### config.mk
export PLATFORM = sky130hd
export DESIGN_NAME = display_arbiter
export DESIGN_NICKNAME = d
export VERILOG_FILES = /design/src/rtl/display_arbiter.sv
export SDC_FILE = /design/constraint.sdc
export NUM_CORES = 1
export LEC_CHECK = 0
export ABC_CLOCK_PERIOD_IN_PS = 6000
export BUFFER_PORTS_ARGS = -buffer_cell sky130_fd_sc_hd__buf_2
export CORE_MARGIN = 4
export CORE_UTILIZATION = 30
export DETAILED_ROUTE_END_ITERATION = 6
export SLEW_MARGIN = 10
export SYNTH_ARGS = -nofsm -noshare
export SYNTH_HDL_FRONTEND = slang
export SYNTH_SLANG_ARGS = --single-unit
### constraint.sdc
create_clock -name clk_disp -period 6 [get_ports clk_disp]
set_input_delay 0.9 -clock clk_disp [delete_from_list [all_inputs] [get_ports clk_disp]]
set_output_delay 0.9 -clock clk_disp [all_outputs]
set_load 0.02 [all_outputs]
### src/rtl/display_arbiter.sv
// ============================================================================
// Module   : display_arbiter
// Purpose  : Tick-paced arbiter between a normal and an alert display source,
//            with minimum grant hold and alert blinking, feeding a 7-seg driver.
// Revision : 1.0 - initial release
// ============================================================================
`default_nettype none

module display_arbiter #(
    parameter int DIV   = 50000,
    parameter int HOLD  = 4,
    parameter int BLINK = 250
) (
    input  logic       clk_disp,
    input  logic       rst,
    input  logic       req_n,
    input  logic [6:0] n_u,
    input  logic [6:0] n_d,
    input  logic [6:0] n_e,
    input  logic [6:0] n_a,
    input  logic       req_a,
    input  logic [6:0] a_u,
    input  logic [6:0] a_d,
    input  logic [6:0] a_e,
    input  logic [6:0] a_a,
    output logic       tick,
    output logic [6:0] Unidades,
    output logic [6:0] Decenas,
    output logic [6:0] Estado,
    output logic [6:0] Actividad,
    output logic [1:0] grant
);

    localparam int DIV_W   = $clog2(DIV);
    localparam int HOLD_W  = (HOLD  > 1) ? $clog2(HOLD)  : 1;
    localparam int BLINK_W = (BLINK > 1) ? $clog2(BLINK) : 1;

    localparam logic [DIV_W-1:0]   DIV_LAST   = DIV_W'(DIV - 1);
    localparam logic [HOLD_W-1:0]  HOLD_LOAD  = HOLD_W'(HOLD - 1);
    localparam logic [BLINK_W-1:0] BLINK_LAST = BLINK_W'(BLINK - 1);
    localparam logic [6:0]         BLANK      = 7'h7F;

    localparam logic [1:0] ST_IDLE  = 2'd0;
    localparam logic [1:0] ST_NORM  = 2'd1;
    localparam logic [1:0] ST_ALERT = 2'd2;

    logic [DIV_W-1:0]   div_cnt_q,   div_cnt_d;
    logic               tick_q,      tick_d;
    logic [1:0]         state_q,     state_d;
    logic [HOLD_W-1:0]  hold_cnt_q,  hold_cnt_d;
    logic [BLINK_W-1:0] blink_cnt_q, blink_cnt_d;
    logic               phase_on_q,  phase_on_d;
    logic [1:0]         grant_q,     grant_d;
    logic [6:0]         uni_q, uni_d, dec_q, dec_d, est_q, est_d, act_q, act_d;

    // State register
    always_ff @(posedge clk_disp) begin
        if (rst) begin
            div_cnt_q   <= '0;
            tick_q      <= 1'b0;
            state_q     <= ST_IDLE;
            hold_cnt_q  <= '0;
            blink_cnt_q <= '0;
            phase_on_q  <= 1'b1;
            grant_q     <= 2'b00;
            uni_q       <= BLANK;
            dec_q       <= BLANK;
            est_q       <= BLANK;
            act_q       <= BLANK;
        end else begin
            div_cnt_q   <= div_cnt_d;
            tick_q      <= tick_d;
            state_q     <= state_d;
            hold_cnt_q  <= hold_cnt_d;
            blink_cnt_q <= blink_cnt_d;
            phase_on_q  <= phase_on_d;
            grant_q     <= grant_d;
            uni_q       <= uni_d;
            dec_q       <= dec_d;
            est_q       <= est_d;
            act_q       <= act_d;
        end
    end

    always_comb begin
        tick_d    = (div_cnt_q == DIV_LAST);
        div_cnt_d = tick_d ? '0 : div_cnt_q + DIV_W'(1);
    end

    // Next-state: everything advances only during the registered tick cycle
    always_comb begin
        state_d     = state_q;
        hold_cnt_d  = hold_cnt_q;
        blink_cnt_d = blink_cnt_q;
        phase_on_d  = phase_on_q;
        if (tick_q) begin
            case (state_q)
                ST_IDLE: begin
                    if (req_a)      state_d = ST_ALERT;
                    else if (req_n) state_d = ST_NORM;
                end
                ST_NORM: begin
                    if (req_a)                            state_d = ST_ALERT;
                    else if (!req_n && hold_cnt_q == '0)  state_d = ST_IDLE;
                end
                ST_ALERT: begin
                    if (!req_a && hold_cnt_q == '0) state_d = req_n ? ST_NORM : ST_IDLE;
                end
                default: state_d = ST_IDLE;
            endcase

            if (state_d != state_q && state_d != ST_IDLE)
                hold_cnt_d = HOLD_LOAD;
            else if (hold_cnt_q != '0)
                hold_cnt_d = hold_cnt_q - HOLD_W'(1);

            if (state_d == ST_ALERT) begin
                if (state_q != ST_ALERT) begin
                    blink_cnt_d = '0;
                    phase_on_d  = 1'b1;
                end else if (blink_cnt_q == BLINK_LAST) begin
                    blink_cnt_d = '0;
                    phase_on_d  = !phase_on_q;
                end else begin
                    blink_cnt_d = blink_cnt_q + BLINK_W'(1);
                end
            end
        end
    end

    // Output: source chosen by the next state so codes and grant move together
    always_comb begin
        grant_d = grant_q;
        uni_d   = uni_q;
        dec_d   = dec_q;
        est_d   = est_q;
        act_d   = act_q;
        if (tick_q) begin
            case (state_d)
                ST_NORM: begin
                    grant_d = 2'b01;
                    {uni_d, dec_d, est_d, act_d} = {n_u, n_d, n_e, n_a};
                end
                ST_ALERT: begin
                    grant_d = 2'b10;
                    if (phase_on_d) {uni_d, dec_d, est_d, act_d} = {a_u, a_d, a_e, a_a};
                    else            {uni_d, dec_d, est_d, act_d} = {4{BLANK}};
                end
                default: begin
                    grant_d = 2'b00;
                    {uni_d, dec_d, est_d, act_d} = {4{BLANK}};
                end
            endcase
        end
    end

    assign tick      = tick_q;
    assign grant     = grant_q;
    assign Unidades  = uni_q;
    assign Decenas   = dec_q;
    assign Estado    = est_q;
    assign Actividad = act_q;

endmodule

`default_nettype wire

==> reports/qor.csv <==
metric;value;unit
outcome;complete, no violations;
Final nets;548;
gr ovfl total;0;
CTS max path bufs;2;
first drt pass iteration count;4;
M3 GR Usage;3.20;%
Antenna diodes;0;
Avg WL per Cell;14.0;um
Setup crit end kind;flip-flop;
largest cells by area after synthesis;dfxtp_1 38%, nor2_1 10%, a21oi_1 8.5%, nor4_1 7.0%, nand2_1 4.3%;
CP cell instances;inv_1 -> ha_1 -> nand2b_1 -> a21oi_1 -> o21bai_1 -> nand2_1 -> ha_1 -> nand2_1 -> a21oi_1 -> nor4_1 -> a21oi_1;
Post-DRT Antenna Nets;0;
worst-margin pin slew;1.12;ns
Clock Sink Count;60;
pin count of the biggest net entering global routing;42;
PnR worst setup slack;3.22;ns
Hold Crit Class;reg -> reg;
PD cells;221;nW/um^2
CP peak stage delay;0.90;ns
count of final setup violators;0;
Post-Syn Area;3130;sq um
Via-to-Cell Ratio;4.94;
Clk Latency, worst-skew pair;0.34;ns
top cell type by total area after synthesis;dfxtp_1;
FF+latch count, synth;60;
DP Wirelength;5720;um
vias in the first global route;2900;
initial core utilization;31.4;%
cell mode on critical path;a21oi_1;
multi-input logic area;1740;sq um
P_leak;1.48;nW
MaxCap Viol Count;0;
CTS tree;done;
area delta synth->final;23.0;%
setup_tns;0;ns
Max FO, Critical Path;28;
WS Path Type;reg -> reg;
Core Region;9950;sq um
Yosys warning count;0;
Final Critical Period;2.78;ns
Ports;91;
GPL Wtd Cong;0.756;
grt peak-use layer;met2;
CTS Buf Count;9;
main flop type after synthesis;dfxtp_1;
FILL cells;1053;
GRT met1 Usage;18.1;%
Syn Inst Count;403;
Final Hold Fails;0;
share of cells above drive strength 1;27.0;%
Setup Buffers After CTS;0;
RSZ-0062 raised after global routing;false;
first-pass GRT wire length;13900;um
fin area;3840;sq um
fmax;359;MHz
Async SR Flop Fraction;0;%
Final Max Tran Viols;0;
number of remaining DRC errors;0;
Synth top area share;38.4;%
Worst VDD drop;0.000113;V
Unique masters post-synth;48;
skew final;0.0115;ns
initial antenna violation count;0;
vias after detailed routing;3056;
dpl ws;2.85;ns
DR iter-0 viols;252;
Worst Setup Start Kind;flip-flop;
Seq. cell area;1200;sq um
met2 GRT Util;25.1;%
fin crit share;46.4;%
Post-Route WL;8670;um
Slowest-stage cell, CP;ha_1;
placement-stage cell area;3620;sq um
Die ar.;12100;sq um
Die X;110;um
relative slew slack;25.3;%
Clock Tree Root;clkbuf_8;
count leader, synth;nor2_1;
# rows;36;
Post-synth top cells;85 x nor2_1, 60 x dfxtp_1, 53 x a21oi_1;
CTS resizes;0;
Die H;110;um
Syn Nets;470;
hold_buf cts;0;
Seq/Total Area, Yosys;38.4;%
htree depth;3;
GRT Util Overall;14.7;%
syn avg cell area;7.76;sq um
number of synthesized flops with an enable pin;0;
arrival time at the worst endpoint;3.05;ns
Clock Pin Slew Worst Setup and Hold Paths;0.08;ns
Required @ worst endpoint;6.26;ns
I/O Buffers;90;
-- sequential cells by signal, summed over array words and instances (netlist names) --
name and flops:
tick 1, Estado 7, hold_cnt_q 2, Decenas 7, state_q 2, grant 2
blink_cnt_q 8, Unidades 7, Actividad 7, phase_on_q 1, div_cnt_q 16
-- worst max-delay path: cells and delay by family (launching register included) --
family / cells / cell delay (ns)
adders and majority gates: 2 / 1.24
AOI/OAI and AO/OA: 4 / 0.68
and+or+nand+nor: 4 / 0.39
DFF: 1 / 0.30
buffers and inverters: 1 / 0.08
-- metrics by stage --
| stage | hold slack [ns] | util, % | total power [mW] | std cells |
|---|---|---|---|---|
| after floorplan | 0.430 | - | 0.425 | 403 |
| after global placement | 0.445 | 36.4 | 0.447 | 603 |
| after detailed placement | 0.449 | 36.4 | 0.447 | 603 |
| after CTS | 0.467 | 38.6 | 0.859 | 619 |
| after global routing | 0.494 | 38.6 | 0.886 | 619 |
| final | 0.467 | 38.6 | 0.848 | 619 |
-- final cells by class --
class	instances	area share (%)
clock buffers	9	3.22
repair buffers	93	12.3
flip-flops and latches	60	31.2
inverters	12	1.17
clock inverters	7	2.57
well taps	133	4.33
multi-input cells	305	45.1
-- layout by cell type, fill, tap and decap left out, types with 4 or more instances in the layout --
master	count
nand3_1	5
nand2_1	36
nor3_1	7
xnor2_1	14
nor2_1	85
dfxtp_1	60
inv_1	12
buf_2	90
xor2_1	4
nand4_1	5
nor4_1	35
ha_1	7
clkbuf_8	9
a21oi_2	11
a21oi_1	53
-- path summary, 6_finish.rpt --
kind / start / end / slack, ns / cells past startpoint
max reg2reg: hold_cnt_q[0] / Decenas[0] / 3.22 / 11
min reg2reg: div_cnt_q[0] / div_cnt_q[0] / 0.47 / 1
min: div_cnt_q[0] / div_cnt_q[0] / 0.47 / 1
max: hold_cnt_q[0] / Decenas[0] / 3.22 / 11
-- routing by layer --
metal  part of all wire (%)  wire [um]
met5                      0          0
met2                     48       4150
met1                     44       3860
met4                    1.2        104
met3                    6.4        553
-- cells by family after synthesis --
family | Yosys count | share of synthesized area, %
XOR/XNOR | 18 | 5.04
buffers and inverters | 38 | 6.61
adder cells (fa/ha/maj) | 7 | 2.80
flip-flops | 60 | 38.4
AO/OA/AOI/OAI | 88 | 17.9
multiplexers | 2 | 0.641
AND/OR/NAND/NOR | 190 | 28.6
-- power breakdown --
part	internal, mW	switching [mW]	total (mW)	leakage, nW
registers	0.400	0.00155	0.401	0.485
logic	0.0172	0.0194	0.0366	0.889
clock network	0.237	0.174	0.410	0.110
Note: power is estimated with default switching activity, not from simulation.
